$ cat src/rtl/cv32e40x_trace_fifo.sv
// Retirement-trace capture FIFO: up to NUM_PORTS events per cycle, timestamped, drained in order.
// Overflow either drops the newest events or overwrites the oldest; both are counted.
module cv32e40x_trace_fifo #(
    parameter int NUM_PORTS = 1,
    parameter int DEPTH     = 8,
    parameter int TS_W      = 16,
    parameter int CNT_W     = 16,
    parameter bit OVERWRITE = 1'b0
) (
    input  logic                       clk_i,
    input  logic                       rst_i,
    input  logic                       trace_en_i,
    input  logic                       flush_i,
    input  logic [NUM_PORTS-1:0]       ret_valid_i,
    input  logic [NUM_PORTS*32-1:0]    ret_pc_i,
    input  logic [NUM_PORTS*32-1:0]    ret_instr_i,
    output logic                       out_valid_o,
    input  logic                       out_ready_i,
    output logic [31:0]                out_pc_o,
    output logic [31:0]                out_instr_o,
    output logic [TS_W-1:0]            out_ts_o,
    output logic                       out_drop_o,
    output logic [$clog2(DEPTH+1)-1:0] level_o,
    output logic                       full_o,
    output logic                       empty_o,
    output logic [CNT_W-1:0]           drop_cnt_o
);
    localparam int PW = $clog2(DEPTH);
    localparam int LW = $clog2(DEPTH+1);

    logic [31:0]      pc_q    [DEPTH];
    logic [31:0]      pc_d    [DEPTH];
    logic [31:0]      instr_q [DEPTH];
    logic [31:0]      instr_d [DEPTH];
    logic [TS_W-1:0]  ets_q   [DEPTH];
    logic [TS_W-1:0]  ets_d   [DEPTH];
    logic [DEPTH-1:0] edrop_q, edrop_d;
    logic [PW-1:0]    head_q, head_d, tail_q, tail_d, slot;
    logic [LW-1:0]    level_q, level_d;
    logic [TS_W-1:0]  ts_q, ts_d;
    logic [CNT_W-1:0] cnt_q, cnt_d;
    logic             pend_q, pend_d;
    logic [CNT_W+3:0] cnt_sum;
    logic             out_valid, pop;
    int               k, free_n, n_acc, n_disc, n_ovw, idx;

    always_comb begin
        out_valid = (level_q != '0);
        pop       = out_valid && out_ready_i;

        k = 0;
        for (int p = 0; p < NUM_PORTS; p++) begin
            if (trace_en_i && ret_valid_i[p]) k = k + 1;
        end
        free_n = DEPTH - int'(level_q) + (pop ? 1 : 0);

        // n_disc counts lost events in both modes; n_ovw is the part that evicts old entries
        if (OVERWRITE) begin
            n_acc  = k;
            n_disc = (k > free_n) ? (k - free_n) : 0;
            n_ovw  = n_disc;
        end else begin
            n_acc  = (k > free_n) ? free_n : k;
            n_disc = k - n_acc;
            n_ovw  = 0;
        end

        pc_d    = pc_q;
        instr_d = instr_q;
        ets_d   = ets_q;
        edrop_d = edrop_q;
        slot    = '0;
        idx     = 0;
        for (int p = 0; p < NUM_PORTS; p++) begin
            if (trace_en_i && ret_valid_i[p] && (idx < n_acc)) begin
                slot          = tail_q + PW'(idx);
                pc_d[slot]    = ret_pc_i[32*p +: 32];
                instr_d[slot] = ret_instr_i[32*p +: 32];
                ets_d[slot]   = ts_q;
                edrop_d[slot] = (idx == 0) && pend_q;
                idx           = idx + 1;
            end
        end

        head_d = head_q + PW'(pop ? 1 : 0) + PW'(n_ovw);
        if (n_ovw != 0) edrop_d[head_d] = 1'b1;
        tail_d  = tail_q + PW'(n_acc);
        level_d = LW'(int'(level_q) - (pop ? 1 : 0) + n_acc - n_ovw);
        ts_d    = trace_en_i ? (ts_q + TS_W'(1)) : ts_q;

        // Dropped ports are always the youngest, so the flag lands on a later cycle's first entry
        pend_d = pend_q;
        if (!OVERWRITE) begin
            if (n_acc != 0)  pend_d = 1'b0;
            if (n_disc != 0) pend_d = 1'b1;
        end

        cnt_sum = {4'b0, cnt_q} + (CNT_W+4)'(n_disc);
        cnt_d   = (cnt_sum > {4'b0, {CNT_W{1'b1}}}) ? {CNT_W{1'b1}} : cnt_sum[CNT_W-1:0];

        if (flush_i) begin
            head_d  = '0;
            tail_d  = '0;
            level_d = '0;
            ts_d    = '0;
            cnt_d   = '0;
            pend_d  = 1'b0;
        end
    end

    always_ff @(posedge clk_i) begin
        if (rst_i) begin
            for (int i = 0; i < DEPTH; i++) begin
                pc_q[i]    <= '0;
                instr_q[i] <= '0;
                ets_q[i]   <= '0;
            end
            edrop_q <= '0;
            head_q  <= '0;
            tail_q  <= '0;
            level_q <= '0;
            ts_q    <= '0;
            cnt_q   <= '0;
            pend_q  <= 1'b0;
        end else begin
            pc_q    <= pc_d;
            instr_q <= instr_d;
            ets_q   <= ets_d;
            edrop_q <= edrop_d;
            head_q  <= head_d;
            tail_q  <= tail_d;
            level_q <= level_d;
            ts_q    <= ts_d;
            cnt_q   <= cnt_d;
            pend_q  <= pend_d;
        end
    end

    assign out_valid_o = out_valid;
    assign out_pc_o    = out_valid ? pc_q[head_q]    : '0;
    assign out_instr_o = out_valid ? instr_q[head_q] : '0;
    assign out_ts_o    = out_valid ? ets_q[head_q]   : '0;
    assign out_drop_o  = out_valid && edrop_q[head_q];
    assign level_o     = level_q;
    assign full_o      = (level_q == LW'(DEPTH));
    assign empty_o     = (level_q == '0);
    assign drop_cnt_o  = cnt_q;
endmodule

$ cat config.mk
export PLATFORM = sky130hd
export DESIGN_NAME = cv32e40x_trace_fifo
export DESIGN_NICKNAME = d
export VERILOG_FILES = /design/src/rtl/cv32e40x_trace_fifo.sv
export SDC_FILE = /design/constraint.sdc
export NUM_CORES = 2
export LEC_CHECK = 0
export ABC_AREA = 1
export CORE_MARGIN = 1.5
export CORE_UTILIZATION = 50
export CTS_BUF_LIST = sky130_fd_sc_hd__clkbuf_16
export DETAILED_ROUTE_END_ITERATION = 8
export PLACE_DENSITY = 0.72
export SYNTH_ARGS = -nofsm -noshare
export SYNTH_HDL_FRONTEND = slang
export SYNTH_SLANG_ARGS = --single-unit
$ cat constraint.sdc
create_clock -name clk_i -period 4.6 [get_ports clk_i]
set_clock_uncertainty 0.2 [all_clocks]
set_input_delay 0.69 -clock clk_i [delete_from_list [all_inputs] [get_ports clk_i]]
set_output_delay 0.69 -clock clk_i [all_outputs]
set_load 0.01 [all_outputs]
==> results.md <==
- Dpl hpwl: approximately 60000 um
- Crit. Startpoint: level_o[1]
- Max Cap Viol: 0
- Worst path max stage delay: 0.39 ns
- Area Overhead vs Synth: 15.2%
- EDFF count, synth: 0
- Hold path startpoint: instr_q[33]
- Crit start category: flop
- Worst-case clock buffer depth: 3
- RSZ-0062 raised after global routing: yes
- Clk sink count: 691
- Setup CP Type: flop to flop
- Clk root buf: clkbuf_16
- Switching component of the power: roughly 9 mW
- Worst hold endpoint: instr_q[33]
- Distinct cell type count after synthesis: 34
- Combinational Power Share: between 40% and 50%
- Crit share post-route: between 90 and 100%
- Total global-route track usage: a little under a third
- Worst hold stages: 2
- Switching Fraction: 40.0%
- Fillers: ~6700
- Die area: approximately 73000 um^2
- Synthesized area: 35600 um^2
- Mapped Nets: about 5500
- First-pass GRT wire length: between 150000 and 200000 um
- Vias in the first global route: ~34000
- Sequential element share of the synthesized area: 38.9%
- Final antenna-violating net count: 0
- TritonCTS buffer count: between 70 and 80
- Row count: 97
- WL/cell: 18.9 um
- Finished Cell Area: 41000 um^2
- DRC violations left: 0
- PwrDens: around 550 nW/um^2
- Post-layout util: around 58%
- Initial DRC Count: 4492
- Largest net degree at the start of global routing: ~130
- Relative slew slack: approximately an eighth
- Synth top area share: roughly two fifths
- N_diodes: 0
- Routability congestion estimate: just over 0.8
- R2r setup slk: about 0.04 ns
- CTS Hold Bufs: 0
- Delay-heaviest family, CP: simple AND/OR/NAND/NOR gates
- Starting density of the core: around 50%
- Height of the chip: around 270 um
- Outcome: complete, no violations
- Total negative slack: 0 ns
- R2r worst-path depth: 30
- IO Port Bufs: around 170
- Clock power frac: about 25%
- Chip width: between 200 and 300 um
- IO Count: ~170
- Synth area leaders: dfxtp_1 39%, nor2_1 19%, nand4_1 12%, nand2_1 7.7%, o21ai_0 6.0%
- Synth Instances: approximately 5300
- Worst path slowest cell: ha_1
- Worst-path fanout max: 8
- Count of state elements after synthesis: between 600 and 700
- Top_reg_cell synth: dfxtp_1
- Via density: just under 6
- Most frequent cells after synthesis: 1824 x nor2_1, 733 x nand2_1, 691 x dfxtp_1
- Maximum VDD drop: between 0.7 and 0.8 mV
- Share of cells above drive strength 1: ~8%
- Minimum clock period: approximately 4.6 ns
- WP data required: around 4.9 ns
- Syn_area_per_cell: around 6.7 um^2
- Leakage power: 16.0 nW
- Most common cell in the netlist: nor2_1
- Worst path bufs/invs: 7
- Placed cell areas: about 38000 um^2
- Min Hold Slack: ~0.27 ns
- Asr flop ratio synth: 0%
- Net count, final: about 5400
- Synth area leader: dfxtp_1
- Internal: 13.6 mW
- RR Endpoint: drop_cnt_o[11]
- CTS H-tree lvls: 3
- Total wire length: between 100000 and 150000 um
- Peak Freq: between 200 and 250 MHz
- TritonCTS clock tree: yes
- Power Total: between 20 and 25 mW
- Fin. Hold Viols: 0
- Yosys Warn Count: 0
- Antenna violations before repair: 1
- Seq pwr share: roughly 28%
- Worst slew pin tran: between 1 and 1.5 ns
- Final setup viols: 0
- Core area: approximately 70000 um^2
- Drt first pass iters: 6
- Vias: ~37000
- Worst R2R Start: level_o[1]
- Worst Hold Class: flop to flop
- Max Slew Vio Count: 0
- Worst-Skew Late Latency: between 0.6 and 0.7 ns
- Crit path DAT: 4.81 ns
- Clock Pin Slew Worst Setup and Hold Paths: 0.06 ns
- CP Capture Type: flop
- Total congestion overflow: 0
-- per-layer routing --
metal | global-route usage [%] | vias up | share of wire, %
met5 | 0 | - | 0.011
met4 | 10.5 | 2 | 2.7
met3 | 3.93 | 255 | 9.2
met2 | 49.8 | 1766 | 46
met1 | 43.1 | 17136 | 42
li1 | - | 17770 | -
-- layout by cell type, fill, tap and decap left out, types with 11 or more instances in the layout --
master	instances
nor2_1	1817
nand2_2	15
nand3_1	17
nand4_1	655
o21ai_0	420
nor3_1	11
ha_4	15
nor2_4	11
dfxtp_1	687
ha_1	25
buf_12	43
inv_2	14
clkbuf_16	85
a31oi_1	81
inv_1	150
clkinv_1	17
nor3_2	11
a21oi_1	41
clkdlybuf4s50_1	172
nand2_1	712
xnor2_1	11
buf_4	174
o22ai_1	82
-- cell families after synthesis --
kind of cell    after synthesis  synth area share, %
compound gates              651                 9.85
xor+xnor                     19                0.468
fa+ha+maj                    43                 1.57
buf+inv                     648                 9.66
flops                       691                 38.9
simple gates               3285                 39.6
-- what timing repair did --
| action | in CTS | in global routing |
|---|---|---|
| buffers inserted | 15 | 19 |
| setup endpoints to repair | 16 | 627 |
| resized for setup | 32 | 85 |
| cloned | 1 | 6 |
| pin swaps | 12 | 34 |
-- sequential cells by signal (all words and copies together) (netlist names) --
name        count
ets_q         128
pc_q          256
level_o         4
ts_q           16
instr_q       256
tail_q          3
edrop_q         8
pend_q          1
drop_cnt_o     16
head_q          3
-- area by class of cell --
class	count	area, um^2	area share [%]
multi-input combinational	3999	18900	46.2
clock inverter	45	288	0.702
sequential	691	13800	33.8
clock buffer	79	1980	4.82
timing repair buffer	401	4170	10.2
inverter	157	619	1.51
tap	940	1180	2.87
-- worst reg2reg max path, delay by kind of cell, from the launching register on --
family / cells / cell delay (ns)
flip-flops: 1 / 0.32
AND/OR/NAND/NOR: 16 / 1.66
buffers and inverters: 7 / 0.72
AO/OA/AOI/OAI: 2 / 0.25
adder cells (fa/ha/maj): 5 / 1.23
-- metrics by stage --
stage	cells	setup slack, ns
after floorplan	5337	0.00122
after global placement	6147	-0.761
after detailed placement	6147	-0.799
after CTS	6287	0.00375
after global routing	6312	-0.230
final	6312	0.0392
-- worst max path at each step --
stage,endpoint,slack (ns),cells past startpoint
2_1_floorplan,drop_cnt_o[12],0.001,32
3_3_place_gp,drop_cnt_o[8],-0.76,27
3_5_place_dp,drop_cnt_o[8],-0.80,27
4_1_cts,drop_cnt_o[1],0.004,33
5_1_grt,drop_cnt_o[11],-0.23,32
6_report,drop_cnt_o[11],0.04,30
-- power by group through the flow --
| stage | Clock (mW) | Sequential (mW) | Combinational [mW] |
|---|---|---|---|
| CTS | 5.78 | 6.39 | 9.23 |
| detailed placement | 0 | 6.52 | 8.82 |
| global route | 6.02 | 6.42 | 11.2 |
| finish | 5.73 | 6.40 | 10.5 |
| global placement | 0 | 6.51 | 8.83 |
| floorplan | 0 | 6.49 | 6.04 |
Note: power is estimated with default switching activity, not from simulation.
